==> src/rtl/video_timing_meas.sv <==
// video_timing_meas: measures the raster timing of an hs/vs/de stream
// (totals, sync widths, porches, active sizes, vs-to-hs offset) and
// reports lock/loss so downstream logic knows when the numbers are stable.
module video_timing_meas #(
  parameter int X_BITS      = 12,
  parameter int Y_BITS      = 12,
  parameter int LOCK_FRAMES = 2
) (
  input  logic              clk,
  input  logic              reset_n,
  input  logic              ce_pix,
  input  logic              hs_in,
  input  logic              vs_in,
  input  logic              de_in,
  output logic [X_BITS-1:0] h_total,
  output logic [X_BITS-1:0] h_sync,
  output logic [X_BITS-1:0] h_bp,
  output logic [X_BITS-1:0] h_active,
  output logic [X_BITS-1:0] h_fp,
  output logic [X_BITS-1:0] hv_offset,
  output logic [Y_BITS-1:0] v_total,
  output logic [Y_BITS-1:0] v_sync,
  output logic [Y_BITS-1:0] v_bp,
  output logic [Y_BITS-1:0] v_active,
  output logic [Y_BITS-1:0] v_fp,
  output logic              valid,
  output logic              changed
);

  typedef struct packed {
    logic [X_BITS-1:0] h_total, h_sync, h_bp, h_active, h_fp, hv_offset;
    logic [Y_BITS-1:0] v_total, v_sync, v_bp, v_active, v_fp;
  } timing_t;

  localparam logic [X_BITS-1:0] X_MAX  = '1;
  localparam logic [Y_BITS-1:0] Y_MAX  = '1;
  localparam logic [X_BITS-1:0] X_ONE  = X_BITS'(1);
  localparam logic [Y_BITS-1:0] Y_ONE  = Y_BITS'(1);
  localparam logic [3:0]        LOCK_N = 4'(LOCK_FRAMES);

  logic              hs_d, vs_d, de_d;
  logic [X_BITS-1:0] hpos, pos;
  logic [Y_BITS-1:0] vcnt, vcnt_next, line;
  logic              hs_rise, hs_fall, vs_rise, vs_fall, de_rise, de_fall;
  logic              lost, started, de_seen;

  // per-line captures; sh_h_sync_ln is the line in progress, sh_h_sync the last complete one
  logic [X_BITS-1:0] sh_h_total, sh_h_sync, sh_h_sync_ln, sh_de_start, sh_h_bp, sh_h_active;
  logic [X_BITS-1:0] h_sync_cur;
  logic [Y_BITS-1:0] sh_v_sync, de_first, de_last;

  logic [X_BITS-1:0] h_tot_now, h_syn_now, h_bp_now, h_act_now;
  logic [Y_BITS-1:0] v_bp_now, v_act_now;
  timing_t           nxt, pub;
  logic [3:0]        match_cnt;

  assign hs_rise = ce_pix &  hs_in & ~hs_d;
  assign hs_fall = ce_pix & ~hs_in &  hs_d;
  assign vs_rise = ce_pix &  vs_in & ~vs_d;
  assign vs_fall = ce_pix & ~vs_in &  vs_d;
  assign de_rise = ce_pix &  de_in & ~de_d;
  assign de_fall = ce_pix & ~de_in &  de_d;

  // position of the current ce_pix cycle within the line / frame
  assign pos        = hs_rise ? '0 : ((hpos == X_MAX) ? hpos : hpos + X_ONE);
  assign vcnt_next  = (hs_rise && vcnt != Y_MAX) ? vcnt + Y_ONE : vcnt;
  assign line       = vs_rise ? '0 : vcnt_next;
  assign h_sync_cur = hs_fall ? pos : sh_h_sync_ln;
  assign lost       = (pos == X_MAX) | (~vs_rise & (vcnt_next == Y_MAX));

  // candidate frame record; de-derived fields are zero for a frame without de
  assign h_tot_now = hs_rise ? hpos + X_ONE : sh_h_total;
  assign h_syn_now = hs_rise ? sh_h_sync_ln : sh_h_sync;
  assign h_bp_now  = de_seen ? sh_h_bp : '0;
  assign h_act_now = de_seen ? sh_h_active : '0;
  assign v_bp_now  = de_seen ? de_first - sh_v_sync : '0;
  assign v_act_now = de_seen ? de_last - de_first + Y_ONE : '0;
  assign nxt = '{h_total:   h_tot_now,
                 h_sync:    h_syn_now,
                 h_bp:      h_bp_now,
                 h_active:  h_act_now,
                 h_fp:      h_tot_now - h_syn_now - h_bp_now - h_act_now,
                 hv_offset: pos,
                 v_total:   vcnt_next,
                 v_sync:    sh_v_sync,
                 v_bp:      v_bp_now,
                 v_active:  v_act_now,
                 v_fp:      vcnt_next - sh_v_sync - v_bp_now - v_act_now};

  // edge history, position counters and shadow captures, all gated by ce_pix
  always_ff @(posedge clk or negedge reset_n) begin
    if (!reset_n) begin
      hs_d         <= 1'b0;
      vs_d         <= 1'b0;
      de_d         <= 1'b0;
      hpos         <= '0;
      vcnt         <= '0;
      sh_h_total   <= '0;
      sh_h_sync    <= '0;
      sh_h_sync_ln <= '0;
      sh_de_start  <= '0;
      sh_h_bp      <= '0;
      sh_h_active  <= '0;
      sh_v_sync    <= '0;
      de_first     <= '0;
      de_last      <= '0;
      de_seen      <= 1'b0;
      started      <= 1'b0;
    end else if (ce_pix) begin
      hs_d <= hs_in;
      vs_d <= vs_in;
      de_d <= de_in;
      hpos <= pos;
      vcnt <= vs_rise ? '0 : vcnt_next;
      if (hs_rise) begin
        sh_h_total <= hpos + X_ONE;
        sh_h_sync  <= sh_h_sync_ln;
      end
      if (hs_fall) sh_h_sync_ln <= pos;
      if (de_rise) begin
        sh_de_start <= pos;
        sh_h_bp     <= pos - h_sync_cur;
        if (!de_seen || vs_rise) de_first <= line;
        de_last <= line;
      end
      if (de_fall) sh_h_active <= pos - sh_de_start;
      if (vs_fall) sh_v_sync <= vcnt_next;
      if (vs_rise) started <= 1'b1;
      de_seen <= de_rise | (de_seen & ~vs_rise);
    end
  end

  // publish on vs rise, track consecutive identical frames, clear lock on loss
  always_ff @(posedge clk or negedge reset_n) begin
    if (!reset_n) begin
      pub       <= '0;
      match_cnt <= '0;
      changed   <= 1'b0;
    end else begin
      changed <= 1'b0;
      if (ce_pix) begin
        if (vs_rise && started) begin
          pub <= nxt;
          if (nxt != pub) begin
            changed   <= 1'b1;
            match_cnt <= '0;
          end else if (match_cnt != LOCK_N) begin
            match_cnt <= match_cnt + 4'd1;
          end
        end
        if (lost) match_cnt <= '0;
      end
    end
  end

  assign valid     = (match_cnt == LOCK_N);
  assign h_total   = pub.h_total;
  assign h_sync    = pub.h_sync;
  assign h_bp      = pub.h_bp;
  assign h_active  = pub.h_active;
  assign h_fp      = pub.h_fp;
  assign hv_offset = pub.hv_offset;
  assign v_total   = pub.v_total;
  assign v_sync    = pub.v_sync;
  assign v_bp      = pub.v_bp;
  assign v_active  = pub.v_active;
  assign v_fp      = pub.v_fp;

endmodule

==> config.mk <==
export PLATFORM = sky130hd
export DESIGN_NAME = video_timing_meas
export DESIGN_NICKNAME = d
export VERILOG_FILES = /design/src/rtl/video_timing_meas.sv
export SDC_FILE = /design/constraint.sdc
export NUM_CORES = 1
export LEC_CHECK = 0
export CAP_MARGIN = 40
export CORE_MARGIN = 2
export CORE_UTILIZATION = 55
export CTS_BUF_LIST = sky130_fd_sc_hd__clkbuf_2
export DETAILED_ROUTE_END_ITERATION = 10
export MAX_ROUTING_LAYER = met4
export PLACE_DENSITY = 0.75
export SETUP_SLACK_MARGIN = 0.02
export SKIP_LAST_GASP = 1
export SYNTH_ARGS = -nofsm -noshare
export SYNTH_HDL_FRONTEND = slang
export SYNTH_SLANG_ARGS = --single-unit
==> constraint.sdc <==
create_clock -name clk -period 6.2 [get_ports clk]
set_input_delay 1.24 -clock clk [delete_from_list [all_inputs] [get_ports clk]]
set_output_delay 1.24 -clock clk [all_outputs]
set_load 0.02 [all_outputs]
==> key figures, run 1 <==
Clock network
  • Clk buf depth: 3
  • Clk sinks: 274
  • Clock transition at path regs: 110 ps
  • Root buffer cell: clkbuf_2
  • H-tree Lvls: 3
  • Clk Latency, worst-skew pair: 1030 ps
  • Total CTS buffers: 78
  • CTS tree: built

Yosys
  • Post-synthesis register bit count: 274
  • Synthesized instance count: 2,079
  • Syn nets: 2,214
  • Mapped Area: 18,400 sq um
  • Post-synthesis sequential area ratio: 0.373
  • Post-synth ARST share: 1.00
  • Most used DFF post-synth: dfrtp_1
  • Distinct cells, synth: 95
  • Avg Cell Area, Syn: just under 9 sq um
  • EDFF count, synth: 0
  • YS warnings: 0

Floorplan
  • Chip width: 187 um
  • Boundary Pins: 140
  • Site row count: 66
  • Die outline area: 34,900 sq um
  • Core Area: roughly 33,000 sq um
  • Die Height: between 150 and 200 um
  • Starting Density: 0.562

Timing
  • Final setup viols: 0
  • Setup TNS: 0 ps
  • Hold Fails Final Rpt: 0
  • RSZ-0062 raised after global routing: false
  • Rel. slew slack: 0.384
  • Fin crit period: 5950 ps
  • Worst-margin pin slew: 922 ps
  • Clock Skew: 88.5 ps
  • Maximum clock rate: 0.168 GHz
  • Final Max Slew Viols: 0
  • Final worst-path cycle share: 0.959
  • Min Hold Slack: ~270 ps

Worst setup path
  • CP max stage cell: fa_1
  • Critical-path maximum fanout: 5
  • Critical path class: reg2reg
  • Worst path max stage delay: approximately 560 ps
  • R2R Path End: match_cnt[2]$_DFFE_PN0P_
  • R2r worst-path depth: 27
  • R2R Setup Slk: 250 ps
  • Worst Setup End Kind: flop
  • CP Launch Type: flop
  • Worst EP required: just over 7000 ps
  • RR Startpoint: de_first[3]$_DFFE_PN0P_
  • Crit path arrival time: approximately 6800 ps

Cells and area
  • # nets final: 2,500
  • Area Growth Syn to Fin: 20.3%
  • Non-Filler Instances: roughly 2,900
  • FILL cells: 2,719
  • Final core utilization: 0.676
  • Reg area: roughly 7000 sq um
  • Area of the multi-input gates: 10,600 sq um
  • Ratio of cells with drive above 1 in the final layout: 0.170

Detailed routing
  • Remaining antenna violation count: 0
  • Wire length per cell: approximately 23 um
  • DR vias/cell: 5.92
  • Detailed Route Iter0 Violations: approximately 1,700
  • DR pass1 iterations: 6
  • DRC viols: 0
  • Final Routed Wirelength: 66.6 mm
  • Via Count: 17,000

GRT
  • Grt ovf: 0
  • Largest net degree at the start of global routing: around 110
  • Initial antenna violation count: 3
  • Number of global-route vias before repair: 16,400
  • GRT Util Overall: 0.394
  • First-pass GRT wire length: around 100 mm

Hold path
  • Type of the worst min-delay path: in2async

Place
  • Placed insts: 2,718
  • RePlAce Congestion: 1.04
  • Post-DP HPWL: 51.9 mm
  • IO buf count: 139

Power
  • Pleak: 10.4 nW
  • Worst VDD drop: ~0.56 mV
  • Power per Cell Area: 723 nW/um^2

Status
  • Outcome: finished, final reports clean

Job
  • Max_cap viols: 0
[cells in the mapped netlist, types with 5 or more instances]
cell type,instances,area [sq um]
nor2b_1,20,125
a41oi_1,6,52.6
nand3_1,39,195
o41ai_1,5,43.8
or3_1,12,75.1
inv_1,185,694
a221oi_1,5,43.8
fa_1,48,961
or2_2,18,113
nand4_1,23,144
a2111oi_0,5,43.8
nand2b_1,28,175
buf_1,6,22.5
and4_1,7,61.3
o21a_1,8,60.1
o2111ai_1,12,105
a211oi_1,8,60.1
and2_1,29,181
nor4_1,21,131
mux2i_1,13,130
dfrtp_1,274,6860
a21boi_0,9,67.6
o211ai_1,11,82.6
o22ai_1,7,43.8
a21o_1,21,158
a31oi_1,11,68.8
nor3_1,19,95.1
o21ai_0,237,1190
ha_1,81,1010
o31ai_1,14,105
nor2_1,80,300
a2bb2oi_1,5,43.8
xor2_1,70,613
and3_1,11,68.8
a22oi_1,11,82.6
xnor2_1,80,701
nand2_1,359,1350
buf_4,5,37.5
clkbuf_1,59,221
nand3b_1,19,143
buf_2,22,110
mux2_2,38,428
a21oi_1,43,215
[worst max-delay path by stage]
stage | start | endpoint | slack, ps | cells after the start
after floorplan | ce_pix | match_cnt[0]$_DFFE_PN0P_ | 80 | 24
after global placement | ce_pix | match_cnt[0]$_DFFE_PN0P_ | -350 | 20
after detailed placement | hs_in | match_cnt[0]$_DFFE_PN0P_ | -450 | 20
after CTS | de_first[1]$_DFFE_PN0P_ | match_cnt[1]$_DFFE_PN0P_ | 40 | 25
after global routing | de_first[0]$_DFFE_PN0P_ | match_cnt[2]$_DFFE_PN0P_ | 10 | 26
final | de_first[3]$_DFFE_PN0P_ | match_cnt[2]$_DFFE_PN0P_ | 250 | 27
[logic make-up after synthesis]
family,synth area share
simple gates,0.190
compound gates,0.162
buf+inv,0.0610
flops,0.373
xor+xnor,0.0748
fa+ha+maj,0.107
mux,0.0323
[metal layers]
metal,GRT usage,up-vias,wire (um)
li1,-,7729,-
met1,0.538,8254,28500
met2,0.537,850,27600
met3,0.131,154,7900
met4,0.160,0,2560
met5,-,-,0
[metrics by stage]
stage / setup WS [ps] / instance area (sq um) / power [mW]
floorplan: 77.5 / 18400 / 9.35
global placement: -348 / 21100 / 13.7
detailed placement: -445 / 21100 / 13.9
CTS: 42.3 / 21900 / 15.4
global route: 9.58 / 22100 / 17.1
finish: 254 / 22100 / 16.0
[what timing repair did]
item	CTS	global route
setup buffers	0	7
pin swaps	3	24
hold buffers	0	0
resized for setup	6	30
endpoints found under the setup margin	5	5
endpoints found under the hold margin	0	0
[cells in the final DEF, fill, tap and decap left out, types with 9 or more instances in the layout]
master and count:
nand3_1 37, ha_1 77, o211ai_1 11, and2_1 29, clkdlybuf4s50_1 138, nand4_1 23
fa_1 47, a31oi_1 11, or2_2 18, nor4_1 19, o2111ai_1 12, dfrtp_1 273
a21boi_0 9, and3_1 11, clkbuf_2 121, o31ai_1 14, o21ai_0 237, nand3b_1 19
clkinv_1 11, nor3_1 17, buf_4 159, inv_1 183, mux2i_1 13, a21oi_1 40
nor2_1 79, nor2b_1 20, or3_1 12, a21o_1 21, a22oi_1 11, nand2_1 356
nand2b_1 28, xor2_1 69, xnor2_1 76, mux2_2 38
[area by class of cell]
type | instances | area share
timing repair buffer | 302 | 0.119
clock inverter | 18 | 0.00679
antenna | 4 | 0.000453
multi-input combinational | 1523 | 0.480
tap | 442 | 0.0250
sequential | 274 | 0.310
inverter | 186 | 0.0316
clock buffer | 120 | 0.0272
[power breakdown]
group          internal, mW  switching [mW]
sequential             2.28           0.714
clock                 0.633           0.839
combinational          5.31            6.22
[critical path: cells and delay by family, from the launching register on]
| kind | cells | cell delay [ps] |
|---|---|---|
| buffers and inverters | 6 | 680 |
| DFF | 1 | 360 |
| AOI/OAI and AO/OA | 5 | 780 |
| adders and majority gates | 5 | 1880 |
| xor gates and xnor gates | 2 | 300 |
| and+or+nand+nor | 8 | 1560 |
| muxes | 1 | 300 |
Note: power is estimated with default switching activity, not from simulation.
==> inputs of run 2 (changes only) <==
--- a/config.mk
+++ b/config.mk
@@ -9,9 +9,11 @@
 export CORE_MARGIN = 2
 export CORE_UTILIZATION = 55
 export CTS_BUF_LIST = sky130_fd_sc_hd__clkbuf_2
+export CTS_CLUSTER_SIZE = 8
 export DETAILED_ROUTE_END_ITERATION = 10
 export MAX_ROUTING_LAYER = met4
 export PLACE_DENSITY = 0.75
+export RECOVER_POWER = 50
 export SETUP_SLACK_MARGIN = 0.02
 export SKIP_LAST_GASP = 1
 export SYNTH_ARGS = -nofsm -noshare
==> key figures, run 2 (synthesized netlist as in run 1, its figures left out) <==
Status
  • Outcome: finished, violations left
  • Failing checks: max-capacitance violations, max-slew violations

GRT
  • Largest net degree at the start of global routing: approximately 110
  • First-pass GRT wire length: about 100 mm
  • Number of global-route vias before repair: 16,400
  • GRT Util Overall: 0.394
  • Grt ovf: 0
  • Initial antenna violation count: 3

Clock network
  • Hold buffers post-CTS: 0
  • Clk buf depth: 3
  • CTS tree: built
  • H-tree Lvls: 3
  • Clock transition at path regs: 90 ps
  • Clk Latency, worst-skew pair: 1000 ps
  • Root buffer cell: clkbuf_2
  • Clk sinks: about 270
  • Total CTS buffers: 78

Worst setup path
  • R2R Setup Slk: around 210 ps
  • RR Startpoint: de_first[0]$_DFFE_PN0P_
  • Crit path arrival time: 6870 ps
  • Worst path buffer plus inverter count: 7
  • Worst EP required: 7070 ps
  • CP top delay family: adder cells
  • CP max stage cell: fa_1
  • R2R Path End: match_cnt[2]$_DFFE_PN0P_
  • CP Launch Type: flop
  • R2r worst-path depth: 26
  • Critical-path maximum fanout: 5
  • Worst Setup End Kind: flop
  • Worst path max stage delay: 530 ps
  • Critical path class: reg2reg
  • CP dominant cell by count: inv_1

Detailed routing
  • Detailed Route Iter0 Violations: approximately 2,000
  • Via Count: ~17,000
  • Remaining antenna violation count: 0
  • DR pass1 iterations: 6
  • Top routing layer in use: met4
  • DR vias/cell: 6.00
  • DRC viols: 0
  • WL met3: 6.74 mm
  • Met1 Wirelength: 29.6 mm
  • Wire length per cell: 23.3 um
  • Met2 wire len: 28.3 mm
  • Final Routed Wirelength: 66.7 mm

Floorplan
  • Chip width: 187 um
  • Starting Density: 0.562
  • Core Area: about 33,000 sq um
  • Die outline area: approximately 35,000 sq um
  • Boundary Pins: 140
  • Die Height: roughly 190 um
  • Site row count: 66

Timing
  • Clock Skew: 82.9 ps
  • Worst-margin pin slew: 4960 ps
  • Hold Fails Final Rpt: 0
  • Final worst-path cycle share: 0.967
  • Final setup viols: 0
  • Maximum clock rate: 0.167 GHz
  • Rel. slew slack: -2.31
  • Fin crit period: 5990 ps
  • Final Max Slew Viols: around 110

Hold path
  • Type of the worst min-delay path: reg2reg
  • Hold path depth: 2
  • Worst hold start: de_last[10]$_DFFE_PN0P_
  • Hold-critical path endpoint: de_last[10]$_DFFE_PN0P_

Cells and area
  • Reg area: 6860 sq um
  • Ratio of cells with drive above 1 in the final layout: 0.164
  • Non-Filler Instances: 2,866
  • Area of the multi-input gates: between 10,000 and 15,000 sq um
  • FILL cells: 2,733
  • Commonest non-fill, non-tap cell in the layout: nand2_1
  • Commonest cells after routing, fill and taps aside: nand2_1, dfrtp_1, o21ai_0
  • # nets final: between 2,000 and 2,500
  • Area Growth Syn to Fin: 20.1%

Place
  • IO buf count: 139
  • Placed insts: ~2,700
  • Post-DP HPWL: around 52 mm
  • RePlAce Congestion: a little over 1

Job
  • Max_cap viols: 1
run 2: metrics by stage:
step	TNS (ps)	instance area, sq um	setup WS [ps]	utilization	hold WS, ps
3_3_place_gp	-1470	21100	-348	0.644	459
3_5_place_dp	-1820	21100	-445	0.645	472
6_report	0	22100	206	0.675	491
5_1_grt	-46.0	22100	-32.8	0.675	528
2_1_floorplan	0	18400	77.5	-	439
4_1_cts	0	21900	42.3	0.669	274
run 2: area by class of cell:
class,count,share of cell area
timing repair buffer,300,0.117
multi-input combinational,1523,0.481
tap,442,0.0250
clock buffer,120,0.0272
clock inverter,18,0.00680
antenna,3,0.000340
inverter,186,0.0316
sequential,274,0.311
run 2: how the worst max path moves through the flow:
stage	start	endpoint	slack [ps]	cells after the start
6_report	de_first[0]$_DFFE_PN0P_	match_cnt[2]$_DFFE_PN0P_	210	26
5_1_grt	de_last[1]$_DFFE_PN0P_	match_cnt[1]$_DFFE_PN0P_	-30	26
4_1_cts	de_first[1]$_DFFE_PN0P_	match_cnt[1]$_DFFE_PN0P_	40	25
3_5_place_dp	hs_in	match_cnt[0]$_DFFE_PN0P_	-450	20
3_3_place_gp	ce_pix	match_cnt[0]$_DFFE_PN0P_	-350	20
2_1_floorplan	ce_pix	match_cnt[0]$_DFFE_PN0P_	80	24
run 2: worst register-to-register path: cells and delay by family, from the launching register on:
kind	cells	cell delay, ps
muxes	1	300
buffers and inverters	7	740
AOI/OAI and AO/OA	4	890
adders and majority gates	5	1940
xor gates and xnor gates	1	130
DFF	1	380
and+or+nand+nor	8	1560
run 2: metal layers:
layer / vias to the layer above / track usage
li1: 7737 / -
met1: 8404 / 0.576
met2: 924 / 0.545
met3: 136 / 0.0715
met4: 0 / 0.144
met5: - / -
run 2: timing repair:
action / 4_1_cts / 5_1_grt
setup buffers: 0 / 7
pin swaps: 3 / 25
endpoints found under the setup margin: 5 / 5
resized for setup: 6 / 33
Power of run 2 is left out: the tool's default activity adds up to more than one toggle a clock period on the data nets, which glitch-free logic cannot reach.
==> inputs of run 3 (changes only) <==
--- a/config.mk
+++ b/config.mk
@@ -6,13 +6,13 @@
 export NUM_CORES = 1
 export LEC_CHECK = 0
 export CAP_MARGIN = 40
-export CORE_MARGIN = 2
+export CORE_MARGIN = 10
 export CORE_UTILIZATION = 55
 export CTS_BUF_LIST = sky130_fd_sc_hd__clkbuf_2
 export CTS_CLUSTER_SIZE = 8
 export DETAILED_ROUTE_END_ITERATION = 10
 export MAX_ROUTING_LAYER = met4
-export PLACE_DENSITY = 0.75
+export PLACE_DENSITY = 0.76
 export RECOVER_POWER = 50
 export SETUP_SLACK_MARGIN = 0.02
 export SKIP_LAST_GASP = 1
==> key figures, run 3 (synthesized netlist as in run 1, its figures left out) <==
Clock network
  • Clock transition at path regs: 100 ps
  • CTS tree: built
  • H-tree Lvls: 3
  • Clk sinks: between 200 and 300
  • Clk buf depth: 3
  • Clk Latency, worst-skew pair: between 1000 and 1500 ps
  • Hold buffers post-CTS: 0
  • Total CTS buffers: 74
  • Root buffer cell: clkbuf_2

Power
  • Pleak: 10.3 nW
  • NetSw: roughly 7.8 mW
  • Internal power: 8.05 mW
  • Power per Cell Area: 723 nW/um^2
  • Comb power frac: 0.725
  • Seq pwr share: 0.189
  • Switching Share: 0.493
  • Worst VDD drop: 0.580 mV
  • Clk network pwr share: 0.086

Cells and area
  • # nets final: between 2,000 and 2,500
  • FILL cells: 2,749
  • Final core utilization: 0.670
  • Commonest cells after routing, fill and taps aside: nand2_1, dfrtp_1, o21ai_0
  • Area Growth Syn to Fin: 19.4%
  • Ratio of cells with drive above 1 in the final layout: 0.155
  • Commonest non-fill, non-tap cell in the layout: nand2_1

Timing
  • Rel. slew slack: -2.47
  • RSZ-0062 raised after global routing: true
  • Min Hold Slack: 490 ps
  • Final Max Slew Viols: 111
  • Fin crit period: 5910 ps
  • Clock Skew: 105 ps
  • Worst-margin pin slew: 5210 ps
  • Hold Fails Final Rpt: 0
  • Maximum clock rate: 0.169 GHz
  • Final setup viols: 0
  • Final worst-path cycle share: 0.953

Floorplan
  • Die Height: 203 um
  • Boundary Pins: 140
  • Core Area: 32,800 sq um
  • Starting Density: 0.561
  • Site row count: 66
  • Chip width: between 200 and 250 um
  • Die outline area: 41,200 sq um

Detailed routing
  • DRC viols: 0
  • DR pass1 iterations: 7
  • Detailed Route Iter0 Violations: 1,859
  • Via Count: 17,200
  • Final Routed Wirelength: 68.7 mm
  • Wire length per cell: between 20 and 25 um
  • Remaining antenna violation count: 0
  • DR vias/cell: 6.04

Worst setup path
  • Worst setup path end: match_cnt[1]$_DFFE_PN0P_
  • Worst Setup SP: ce_pix
  • R2r worst-path depth: 26
  • Worst EP required: between 7000 and 8000 ps
  • Crit path arrival time: 6800 ps
  • R2R Setup Slk: 320 ps
  • R2R Path End: match_cnt[1]$_DFFE_PN0P_
  • Worst Setup End Kind: flop
  • Critical path class: in2reg
  • RR Startpoint: de_first[1]$_DFFE_PN0P_
  • CP Launch Type: input pin
  • Critical-path maximum fanout: 11

GRT
  • Number of global-route vias before repair: ~16,000
  • Largest net degree at the start of global routing: 123
  • GRT Util Overall: 0.339
  • Initial antenna violation count: 2
  • Grt ovf: 0
  • First-pass GRT wire length: 103 mm

Status
  • Failing checks: max-capacitance violations, max-slew violations
  • Outcome: finished, violations left

Hold path
  • Type of the worst min-delay path: reg2reg

Job
  • Max_cap viols: 2

Place
  • Post-DP HPWL: 54.1 mm
  • RePlAce Congestion: approximately 1
  • IO buf count: 139
run 3: repair_timing:
| item | 4_1_cts | 5_1_grt |
|---|---|---|
| hold endpoints to repair | 0 | 0 |
| buffers inserted | 0 | 8 |
| resized for setup | 3 | 23 |
| setup endpoints to repair | 3 | 5 |
| pin swaps | 1 | 15 |
| gates cloned | 0 | 0 |
run 3: power groups by stage:
stage | logic (mW) | registers [mW] | clock network, mW
3_5_place_dp | 11.0 | 3.00 | 0
3_3_place_gp | 10.7 | 2.98 | 0
4_1_cts | 11.1 | 2.97 | 1.38
5_1_grt | 12.4 | 3.05 | 1.47
2_1_floorplan | 6.30 | 3.05 | 0
6_report | 11.5 | 3.00 | 1.37
run 3: per-stage QoR:
stage          setup WS (ps)  instance area [sq um]  power (mW)  cells  setup TNS, ps
2_1_floorplan           77.5                  18400        9.35   2079              0
3_3_place_gp            -306                  21100        13.7   2715          -1260
3_5_place_dp            -460                  21200        14.0   2720          -1960
4_1_cts                 30.0                  21800        15.4   2840              0
5_1_grt                 -162                  22000        16.9   2849           -464
6_report                 288                  22000        15.9   2849              0
run 3: worst min path at each step:
stage                          startpoint                          to  slack, ps  depth (start not counted)
6_report       sh_de_start[8]$_DFFE_PN0P_  sh_de_start[8]$_DFFE_PN0P_        490                          2
5_1_grt        sh_de_start[8]$_DFFE_PN0P_  sh_de_start[8]$_DFFE_PN0P_        520                          2
4_1_cts                           reset_n         h_bp[6]$_DFFE_PN0P_        200                          1
3_5_place_dp   sh_h_total[10]$_DFFE_PN0P_  sh_h_total[10]$_DFFE_PN0P_        470                          2
3_3_place_gp   sh_de_start[5]$_DFFE_PN0P_  sh_de_start[5]$_DFFE_PN0P_        460                          2
2_1_floorplan  sh_h_total[10]$_DFFE_PN0P_  sh_h_total[10]$_DFFE_PN0P_        440                          2
run 3: routing by layer:
layer  routed length (um)  global-route usage  vias up
met5                    0                   -        -
met4                 2250               0.104        0
met3                 7300              0.0723      165
met2                29300               0.481      936
met1                29900               0.476     8364
li1                     -                   -     7729
run 3: layout make-up:
type	count	area, sq um	area share
repair buffers	303	2650	0.121
flip-flops and latches	274	6860	0.312
inverters	186	698	0.0318
multi-input cells	1523	10500	0.480
clock buffers	101	505	0.0230
diodes	1	2.50	0.000114
well taps	442	553	0.0252
clock inverters	19	153	0.00695
run 3: critical path, stage by stage:
cell           delay (ps)
dlygate4sd3_1         550
clkbuf_4              140
and3b_1               430
buf_12                200
clkbuf_1              260
a21boi_0              170
inv_1                  80
ha_1                  230
fa_1                  530
inv_1                  60
ha_1                  270
a21o_1                190
a21o_1                210
xnor2_1               150
a222oi_1              370
nand4_1               170
or4_4                 490
a2111oi_4             320
nand3_1               170
mux2i_4               230
buf_4                 150
a32oi_1                90
o21ai_1               110
